## src/rtl/neuron_pkg.sv

```systemverilog
`default_nettype none
// ============================================================================
// Module      : neuron_pkg
// Description : Shared types and default constants for the neuron MAC stage.
// Revision    : 1.0 - initial release
// ============================================================================
package neuron_pkg;

  // Default sizing for one classifier neuron
  localparam int DATA_W_DEF   = 8;
  localparam int ACC_W_DEF    = 20;
  localparam int N_INPUTS_DEF = 784;

  // Signed clamp limits for the default accumulator width
  localparam logic [ACC_W_DEF-1:0] SAT_MAX = {1'b0, {(ACC_W_DEF-1){1'b1}}};
  localparam logic [ACC_W_DEF-1:0] SAT_MIN = {1'b1, {(ACC_W_DEF-1){1'b0}}};

  // Image-level control states
  typedef enum logic [1:0] {
    IDLE  = 2'd0,
    ACCUM = 2'd1,
    DONE  = 2'd2
  } state_t;

endpackage
`default_nettype wire

```

## src/rtl/acc_adder.sv

```systemverilog
`default_nettype none
// ============================================================================
// Module      : acc_adder
// Description : ACC_W-bit ripple-carry adder chained from fa_4b slices, with
//               a signed-overflow flag (equal operand signs, result differs).
//               ACC_W must be a multiple of 4.
// Revision    : 1.0 - initial release
// ============================================================================
module acc_adder #(
  parameter int ACC_W = 20
) (
  input  logic [ACC_W-1:0] a,
  input  logic [ACC_W-1:0] b,
  input  logic             c_in,
  output logic [ACC_W-1:0] s,
  output logic             c_out,
  output logic             overflow
);

  localparam int NSLICE = ACC_W / 4;

  logic [NSLICE:0] carry;

  assign carry[0] = c_in;

  // Chain the 4-bit slices; each slice's carry feeds the next
  generate
    for (genvar k = 0; k < NSLICE; k++) begin : g_slice
      fa_4b u_fa (
        .a    (a[4*k +: 4]),
        .b    (b[4*k +: 4]),
        .c_in (carry[k]),
        .s    (s[4*k +: 4]),
        .c_out(carry[k+1])
      );
    end
  endgenerate

  assign c_out    = carry[NSLICE];
  assign overflow = (a[ACC_W-1] == b[ACC_W-1]) && (s[ACC_W-1] != a[ACC_W-1]);

endmodule
`default_nettype wire

```

## src/rtl/fa_4b.sv

```systemverilog
`default_nettype none
// ============================================================================
// Module      : fa_4b
// Description : 4-bit ripple-carry slice built from single-bit full adders.
// Revision    : 1.0 - initial release
// ============================================================================
module fa_4b (
  input  logic [3:0] a,
  input  logic [3:0] b,
  input  logic       c_in,
  output logic [3:0] s,
  output logic       c_out
);

  logic [4:0] c;

  assign c[0] = c_in;

  // One full adder per bit, carry rippling upward
  generate
    for (genvar i = 0; i < 4; i++) begin : g_bit
      assign s[i]   = a[i] ^ b[i] ^ c[i];
      assign c[i+1] = (a[i] & b[i]) | (c[i] & (a[i] ^ b[i]));
    end
  endgenerate

  assign c_out = c[4];

endmodule
`default_nettype wire

```

## src/rtl/neuron_mac_acc.sv

```systemverilog
`default_nettype none
// ============================================================================
// Module      : neuron_mac_acc
// Description : Per-neuron multiply-accumulate stage. Loads bias on start,
//               accumulates N_INPUTS pixel*weight products, then holds the
//               signed sum on acc_out until the downstream stage accepts it.
//               Optional build macro: ACC_SATURATE_EN (clamp instead of wrap).
// Revision    : 1.0 - initial release
// ============================================================================
module neuron_mac_acc
  import neuron_pkg::*;
#(
  parameter int DATA_W   = DATA_W_DEF,
  parameter int ACC_W    = ACC_W_DEF,
  parameter int N_INPUTS = N_INPUTS_DEF
) (
  input  logic              clk,
  input  logic              reset,
  input  logic              start,
  input  logic [ACC_W-1:0]  bias,
  input  logic              in_valid,
  output logic              in_ready,
  input  logic [DATA_W-1:0] pixel,
  input  logic [DATA_W-1:0] weight,
  output logic              out_valid,
  input  logic              out_ready,
  output logic [ACC_W-1:0]  acc_out,
  output logic              busy
);

  localparam int PROD_W = 2 * DATA_W + 1;
  localparam int CNT_W  = (N_INPUTS > 1) ? $clog2(N_INPUTS) : 1;
  localparam logic [CNT_W-1:0] LAST_IDX = CNT_W'(N_INPUTS - 1);

  state_t state, state_next;

  logic [ACC_W-1:0]         acc;
  logic [ACC_W-1:0]         acc_next;
  logic [ACC_W-1:0]         addend;
  logic [ACC_W-1:0]         sum;
  logic [CNT_W-1:0]         count;
  logic                     sum_cout;
  logic                     sum_ovf;
  logic                     beat;
  logic signed [PROD_W-1:0] pix_ext;
  logic signed [PROD_W-1:0] wgt_ext;
  logic signed [PROD_W-1:0] prod;

  assign beat = (state == ACCUM) && in_valid;

  // Pixel is unsigned, weight is two's complement; product fits PROD_W exactly
  assign pix_ext = {{(PROD_W-DATA_W){1'b0}}, pixel};
  assign wgt_ext = {{(PROD_W-DATA_W){weight[DATA_W-1]}}, weight};
  assign prod    = pix_ext * wgt_ext;

  // Bring the product to accumulator width. When the accumulator is narrower
  // than the product, saturating builds clamp the product first so that a
  // huge product cannot alias to the opposite sign and dodge the adder's
  // overflow detection.
  generate
    if (ACC_W > PROD_W) begin : g_prod_sext
      assign addend = {{(ACC_W-PROD_W){prod[PROD_W-1]}}, prod};
    end else begin : g_prod_narrow
`ifdef ACC_SATURATE_EN
      localparam logic signed [PROD_W-1:0] PROD_HI =
        {{(PROD_W-ACC_W+1){1'b0}}, {(ACC_W-1){1'b1}}};
      localparam logic signed [PROD_W-1:0] PROD_LO =
        {{(PROD_W-ACC_W+1){1'b1}}, {(ACC_W-1){1'b0}}};
      // Clamp an out-of-range product to the accumulator's signed range
      always_comb begin
        addend = prod[ACC_W-1:0];
        if (prod > PROD_HI) begin
          addend = PROD_HI[ACC_W-1:0];
        end else if (prod < PROD_LO) begin
          addend = PROD_LO[ACC_W-1:0];
        end
      end
`else
      logic unused_prod_hi;
      assign addend         = prod[ACC_W-1:0];
      assign unused_prod_hi = ^prod[PROD_W-1:ACC_W];
`endif
    end
  endgenerate

  acc_adder #(
    .ACC_W(ACC_W)
  ) u_acc_adder (
    .a       (acc),
    .b       (addend),
    .c_in    (1'b0),
    .s       (sum),
    .c_out   (sum_cout),
    .overflow(sum_ovf)
  );

`ifdef ACC_SATURATE_EN
  localparam logic [ACC_W-1:0] ACC_MAX = {1'b0, {(ACC_W-1){1'b1}}};
  localparam logic [ACC_W-1:0] ACC_MIN = {1'b1, {(ACC_W-1){1'b0}}};
  logic unused_cout;
  assign unused_cout = sum_cout;

  // On overflow, pin to the rail matching the (shared) operand sign
  always_comb begin
    acc_next = sum;
    if (sum_ovf) begin
      acc_next = acc[ACC_W-1] ? ACC_MIN : ACC_MAX;
    end
  end
`else
  logic unused_add_flags;
  assign unused_add_flags = sum_cout ^ sum_ovf;

  // Plain modulo-2^ACC_W accumulation
  always_comb begin
    acc_next = sum;
  end
`endif

  // State register
  always_ff @(posedge clk or posedge reset) begin
    if (reset) begin
      state <= IDLE;
    end else begin
      state <= state_next;
    end
  end

  // Next-state and handshake outputs
  always_comb begin
    state_next = state;
    in_ready   = 1'b0;
    out_valid  = 1'b0;
    busy       = 1'b0;
    acc_out    = '0;
    case (state)
      IDLE: begin
        if (start) begin
          state_next = ACCUM;
        end
      end
      ACCUM: begin
        in_ready = 1'b1;
        busy     = 1'b1;
        if (in_valid && (count == LAST_IDX)) begin
          state_next = DONE;
        end
      end
      DONE: begin
        out_valid = 1'b1;
        busy      = 1'b1;
        acc_out   = acc;
        if (out_ready) begin
          state_next = IDLE;
        end
      end
      default: begin
        state_next = IDLE;
      end
    endcase
  end

  // Accumulator and beat counter: bias load on start, update on each beat
  always_ff @(posedge clk or posedge reset) begin
    if (reset) begin
      acc   <= '0;
      count <= '0;
    end else if ((state == IDLE) && start) begin
      acc   <= bias;
      count <= '0;
    end else if (beat) begin
      acc   <= acc_next;
      count <= count + 1'b1;
    end
  end

endmodule
`default_nettype wire

```

## config.mk

```make
export PLATFORM = sky130hd
export DESIGN_NAME = neuron_mac_acc
export DESIGN_NICKNAME = d
export VERILOG_FILES = /design/src/rtl/neuron_pkg.sv /design/src/rtl/acc_adder.sv /design/src/rtl/fa_4b.sv /design/src/rtl/neuron_mac_acc.sv
export SDC_FILE = /design/constraint.sdc
export NUM_CORES = 1
export LEC_CHECK = 0
export ABC_AREA = 1
export CAP_MARGIN = 20
export CORE_UTILIZATION = 58
export DETAILED_ROUTE_END_ITERATION = 7
export HOLD_SLACK_MARGIN = 0.03
export PLACE_DENSITY = 0.94
export SLEW_MARGIN = 25
export SYNTH_ARGS = -nofsm -noshare
export SYNTH_HDL_FRONTEND = slang
export SYNTH_HIERARCHICAL = 1
export SYNTH_SLANG_ARGS = --single-unit
```

## constraint.sdc

```tcl
create_clock -name clk -period 8.7 [get_ports clk]
set_input_delay 1.74 -clock clk [delete_from_list [all_inputs] [get_ports clk]]
set_output_delay 1.74 -clock clk [all_outputs]
set_load 0.005 [all_outputs]
```

==> results of run 1 <==
-- power by group --
group          switching (mW)  internal, mW
logic                   0.748         0.607
registers              0.0608         0.210
clock network          0.0568        0.0544
-- flip-flops by register name, summed over array words and instances, names as in the netlist --
signal and count:
acc 20, count 10, state 2
-- metal layers --
layer,track usage [%],vias up,share of wire (%)
met2,54.20,143,54
met4,5.769,0,1.4
met1,33.02,2154,41
met5,0,-,0
li1,-,2194,-
met3,2.184,23,4.2
-- per-stage QoR --
stage / std cells / setup slack, ns / instance area (um2) / util [%] / hold WS, ns
2_1_floorplan: 696 / -0.5420 / 4987 / - / 0.4666
3_3_place_gp: 882 / -1.140 / 5914 / 71.98 / 0.4816
3_5_place_dp: 882 / -1.270 / 5914 / 71.98 / 0.4932
4_1_cts: 893 / -0.5134 / 6052 / 73.66 / 0.5148
5_1_grt: 893 / -0.8355 / 6086 / 74.07 / 0.5398
6_report: 893 / -0.5286 / 6086 / 74.07 / 0.5150
-- tightest hold or removal path: stages (launching register included) --
cell	delay, ns
dfrtp_1	0.37
nand2_1	0.06
nand2_1	0.05
-- cell type report --
| class | count | share of cell area [%] |
|---|---|---|
| clock buffers | 6 | 1.192 |
| clock inverters | 1 | 0.08224 |
| inverters | 213 | 13.20 |
| multi-input cells | 425 | 53.93 |
| flip-flops and latches | 32 | 13.16 |
| well taps | 105 | 2.159 |
| repair buffers | 111 | 16.28 |
-- what timing repair did --
item / 4_1_cts / 5_1_grt
pin swaps: 9 / 6
gates resized for setup: 78 / 10
setup endpoints to repair: 4 / 4
hold buffers: 0 / 0
setup buffers: 4 / 0
-- worst max-delay path by stage --
stage	endpoint	slack, ns	startpoint
CTS	acc[19]	-0.51	pixel[4]
detailed placement	acc[19]	-1.27	weight[7]
global placement	acc[19]	-1.14	weight[7]
floorplan	acc[19]	-0.54	weight[1]
global route	acc[19]	-0.84	weight[1]
finish	acc[19]	-0.53	pixel[4]
==> summary.md, run 1 <==
| Metric | Value |
|---|---|
| Run status | `finished, violations left` |
| Failing checks | `setup timing` |
| Final worst slack | `-0.5286 ns` |
| Final estimated routing congestion in global placement | `about 0.9` |
| Die Y | `about 94 um` |
| Setup TNS | `-0.8152 ns` |
| MaxCap Viol Count | `0` |
| Hold_sp | `state[1]` |
| Crit path buffers/inverters | `24` |
| Via count | `4514` |
| Port bufs | `63` |
| Hold WC Path Type | `flop to flop` |
| Commonest non-fill, non-tap cell in the layout | `inv_1` |
| Worst-path fanout max | `3` |
| Maximum clock frequency | `between 100 and 150 MHz` |
| VDD IR max | `0.1318 mV` |
| Max-slew violations | `0` |
| Initial Util | `around three fifths` |
| Slew @ Worst Pin | `0.8205 ns` |
| First-pass GRT wire length | `slightly below 20 mm` |
| Core box area | `8217 um2` |
| Clock Tree Buf Depth | `2` |
| Leak | `3.625 nW` |
| Remaining Overflow, GRT | `0` |
| Clock latency at the later pin of the worst-skew pair | `0.29 ns` |
| Crit path top cell by count | `inv_2` |
| Worst r2r src | `acc[0]` |
| CTS tree | `done` |
| Root Buffer | `clkbuf_8` |
| Mapped Nets | `approximately 840` |
| Max incr delay on CP | `0.53 ns` |
| DP HPWL | `roughly 9.4 mm` |
| Commonest non-fill, non-tap cells in the layout | `190 x inv_1, 165 x nand2_1, 48 x clkdlybuf4s50_1, 47 x buf_4` |
| Cells on Worst Hold Path | `2` |
| Die area | `just under 9000 um2` |
| Power density over cell area | `between 200 and 300 nW/um2` |
| DRT antenna net count | `0` |
| Syn avg cell area | `7.051 um2` |
| Drt drc | `0` |
| Kind of critical path | `primary input to flop` |
| Tot Pwr | `around 1.7 mW` |
| Yosys warns | `6` |
| Total global-route track usage | `between 20% and 30%` |
| TritonRoute pass-1 iters | `4` |
| Via density | `approximately 5.1` |
| CP endpoint kind | `flop` |
| Pin count of the biggest net entering global routing | `33` |
| Share of layout cells above drive strength 1 | `around 16%` |
| Required time of the critical path | `8.87 ns` |
| Final min period | `about 9.2 ns` |
| # IOs | `64` |
| Flop-to-flop setup slack | `roughly 1.4 ns` |
| Final setup vio count | `2` |
| TritonCTS Sinks | `32` |
| RSZ-0062 raised after global routing | `yes` |
| Initial antenna violation count | `0` |
| Multi-input gate area | `3282 um2` |
| Layout area overhead | `24.02%` |
| Final WL | `roughly 12 mm` |
| Delay-heaviest family, CP | `adder cells` |
| Fillers | `598` |
| Cell Area, Synth | `just under 5000 um2` |
| Reg-to-reg endpoint | `acc[19]` |
| Mapped Cells | `696` |
| CTS buffer count | `5` |
| H-tree Lvls | `2` |
| Final Skew | `0.009298 ns` |
| Startpoint Class | `primary input` |
| Routed WL per cell | `13.15 um` |
| Worst-path clk slew | `about 0.060 ns` |
| Final period util | `106.1%` |
| Row count | `33` |
| ANT cells | `0` |
| Hold Crit Endpoint | `state[1]` |
| Worst path slowest cell | `fa_1` |
| 1st-iter DRT viols | `196` |
| Register Area | `approximately 800 um2` |
| Number of global-route vias before repair | `4528` |
| CP Depth | `48` |
| Slew margin rel. | `between 40% and 50%` |
| Worst R2R Path Depth | `42` |
| Fin. Hold Viols | `0` |
| Final nets | `slightly above 900` |
| Die width | `93.98 um` |
| Worst Path Arrival | `between 9 and 10 ns` |
No activity file was read; power rests on OpenSTA's default activity.
==> run 2: changes to the inputs <==
--- a/config.mk
+++ b/config.mk
@@ -10,7 +10,7 @@
 export CORE_UTILIZATION = 58
 export DETAILED_ROUTE_END_ITERATION = 7
 export HOLD_SLACK_MARGIN = 0.03
-export PLACE_DENSITY = 0.94
+export PLACE_DENSITY_LB_ADDON = 0.2
 export SLEW_MARGIN = 25
 export SYNTH_ARGS = -nofsm -noshare
 export SYNTH_HDL_FRONTEND = slang
==> summary.md, run 2 (synthesized netlist as in run 1, its figures left out) <==
| Metric | Value |
|---|---|
| Run status | `finished, violations left` |
| Failing checks | `DRC, setup timing` |
| Die area | `8832 um2 (unchanged)` |
| Final period util | `106.1% (about the same)` |
| Worst-path fanout max | `4 (+1)` |
| Port bufs | `63 (unchanged)` |
| Final Skew | `0.01078 ns (+0.001481 ns)` |
| Hold WC Path Type | `flop to flop` |
| Die width | `93.98 um (unchanged)` |
| Final WL | `10.88 mm (-7.4%)` |
| Row count | `33 (unchanged)` |
| ANT cells | `0 (unchanged)` |
| Maximum clock frequency | `108.3 MHz (about the same)` |
| Power density over cell area | `278.1 nW/um2 (-2.6%)` |
| Worst path slowest cell | `fa_1` |
| Commonest non-fill, non-tap cell in the layout | `inv_1` |
| Top Registers | `acc (20), count (10), state (2)` |
| H-tree Lvls | `2 (unchanged)` |
| Slew @ Worst Pin | `0.8367 ns (+0.01623 ns)` |
| Worst-path clk slew | `0.08 ns (+0.02 ns)` |
| Final worst slack | `-0.5335 ns (-0.004923 ns)` |
| First-pass GRT wire length | `18.95 mm (-3.2%)` |
| # IOs | `64 (unchanged)` |
| Initial Util | `59.72% (unchanged)` |
| TritonCTS Sinks | `32 (unchanged)` |
| Required time of the critical path | `8.91 ns (+0.04 ns)` |
| Max FFs per register | `20 (unchanged)` |
| Max incr delay on CP | `0.49 ns (-0.04 ns)` |
| Tot Pwr | `1.703 mW (-2.0%)` |
| Clock Tree Buf Depth | `2 (unchanged)` |
| Die Y | `93.98 um (unchanged)` |
| Kind of critical path | `primary input to flop` |
| Final nets | `935 (+0.11%)` |
| Slew margin rel. | `44.22% (-1.1 points)` |
| CTS buffer count | `5 (unchanged)` |
| Worst R2R Path Depth | `42 (unchanged)` |
| Pin count of the biggest net entering global routing | `33 (unchanged)` |
| Placed Area | `5929 um2 (+0.25%)` |
| Final instance area | `6123 um2 (+0.62%)` |
| Via count | `4324 (-4.2%)` |
| Initial antenna violation count | `0 (unchanged)` |
| Leak | `3.651 nW (+0.72%)` |
| Most flops, register | `acc` |
| RSZ-0062 raised after global routing | `yes` |
| Worst hold slack | `0.5190 ns (+0.004000 ns)` |
| 1st-iter DRT viols | `195 (-0.51%)` |
| Cells on Worst Hold Path | `2 (unchanged)` |
| MaxCap Viol Count | `0 (unchanged)` |
| Layout area overhead | `24.78%` |
| VDD IR max | `0.1265 mV (-4.0%)` |
| DP HPWL | `9.061 mm (-3.3%)` |
| Number of global-route vias before repair | `4368 (-3.5%)` |
| Share of layout cells above drive strength 1 | `16.33% (+0.59 points)` |
| Root Buffer | `clkbuf_8` |
| Register Area | `800.8 um2 (unchanged)` |
| Multi-input gate area | `3288 um2 (+0.19%)` |
| Via density | `4.831 (-4.4%)` |
| Drt drc | `3 (+3)` |
| Fin. Hold Viols | `0 (unchanged)` |
| Routed WL per cell | `12.15 um (-7.6%)` |
| Final min period | `9.234 ns (+0.004923 ns)` |
| Setup TNS | `-0.7297 ns (+0.08548 ns)` |
| Final setup vio count | `2 (unchanged)` |
| Max-slew violations | `0 (unchanged)` |
| Total global-route track usage | `27.06% (-0.77 points)` |
| CTS tree | `done` |
| Final estimated routing congestion in global placement | `0.8941 (-3.2%)` |
| Worst Path Arrival | `9.45 ns (+0.05 ns)` |
| TritonRoute pass-1 iters | `6 (+2)` |
| Crit path top cell by count | `inv_2` |
| CP endpoint kind | `flop` |
| DRT antenna net count | `0 (unchanged)` |
| Clock latency at the later pin of the worst-skew pair | `0.29 ns (about the same)` |
| Remaining Overflow, GRT | `0 (unchanged)` |
| Fillers | `644 (+7.7%)` |
| Commonest non-fill, non-tap cells in the layout | `190 x inv_1, 163 x nand2_1, 50 x buf_4, 48 x clkdlybuf4s50_1, 44 x ha_1` |
| Startpoint Class | `primary input` |
| Core box area | `8217 um2 (unchanged)` |
run 2: path summary, 6_finish.rpt:
check                           startpoint  endpoint  slack [ns]
min in group asynchronous            reset   acc[16]        1.86
max in group asynchronous            reset    acc[1]        6.54
worst max-delay path             weight[0]   acc[19]       -0.53
worst min register to register    count[1]  count[1]        0.52
worst min-delay path              count[1]  count[1]        0.52
worst max register to register      acc[0]   acc[19]        1.41
run 2: timing repair:
item	4_1_cts	5_1_grt
setup endpoints to repair	4	3
pin swaps	16	6
hold buffers	0	0
setup buffers	2	1
resized for setup	77	7
run 2: power by group:
group	internal [mW]	total [mW]	leakage [nW]	switching [mW]
clock network	0.0850	0.142	0.0552	0.0574
registers	0.210	0.267	0.398	0.0569
logic	0.586	1.29	3.20	0.707
run 2: cell type report:
type,count,share of cell area (%)
multi-input cells,425,53.70
repair buffers,112,16.20
inverters,213,13.12
flip-flops and latches,32,13.08
well taps,105,2.145
clock buffers,6,1.185
clock inverters,2,0.5721
run 2: layer usage:
layer | wire length (um) | GRT usage (%) | up-vias | share of wire [%]
met3 | 296 | 1.861 | 17 | 2.7
met4 | 250 | 8.718 | 0 | 2.3
li1 | - | - | 2185 | -
met5 | 0 | 0 | - | 0
met1 | 4645 | 32.84 | 2042 | 43
met2 | 5685 | 50.55 | 80 | 52
run 2: worst max-delay path: cells and delay by family:
kind                     cells  cell delay (ns)
adder cells (fa/ha/maj)     21             6.20
buffers and inverters       24             1.26
AO/OA/AOI/OAI                2             0.20
AND/OR/NAND/NOR              1             0.06
run 2: per-stage QoR:
step	setup slack, ns	instances	utilization (%)
after floorplan	-0.5420	696	-
after global placement	-1.109	884	72.16
after detailed placement	-1.275	884	72.16
after CTS	-0.5219	894	74.14
after global routing	-0.7840	895	74.52
final	-0.5335	895	74.52
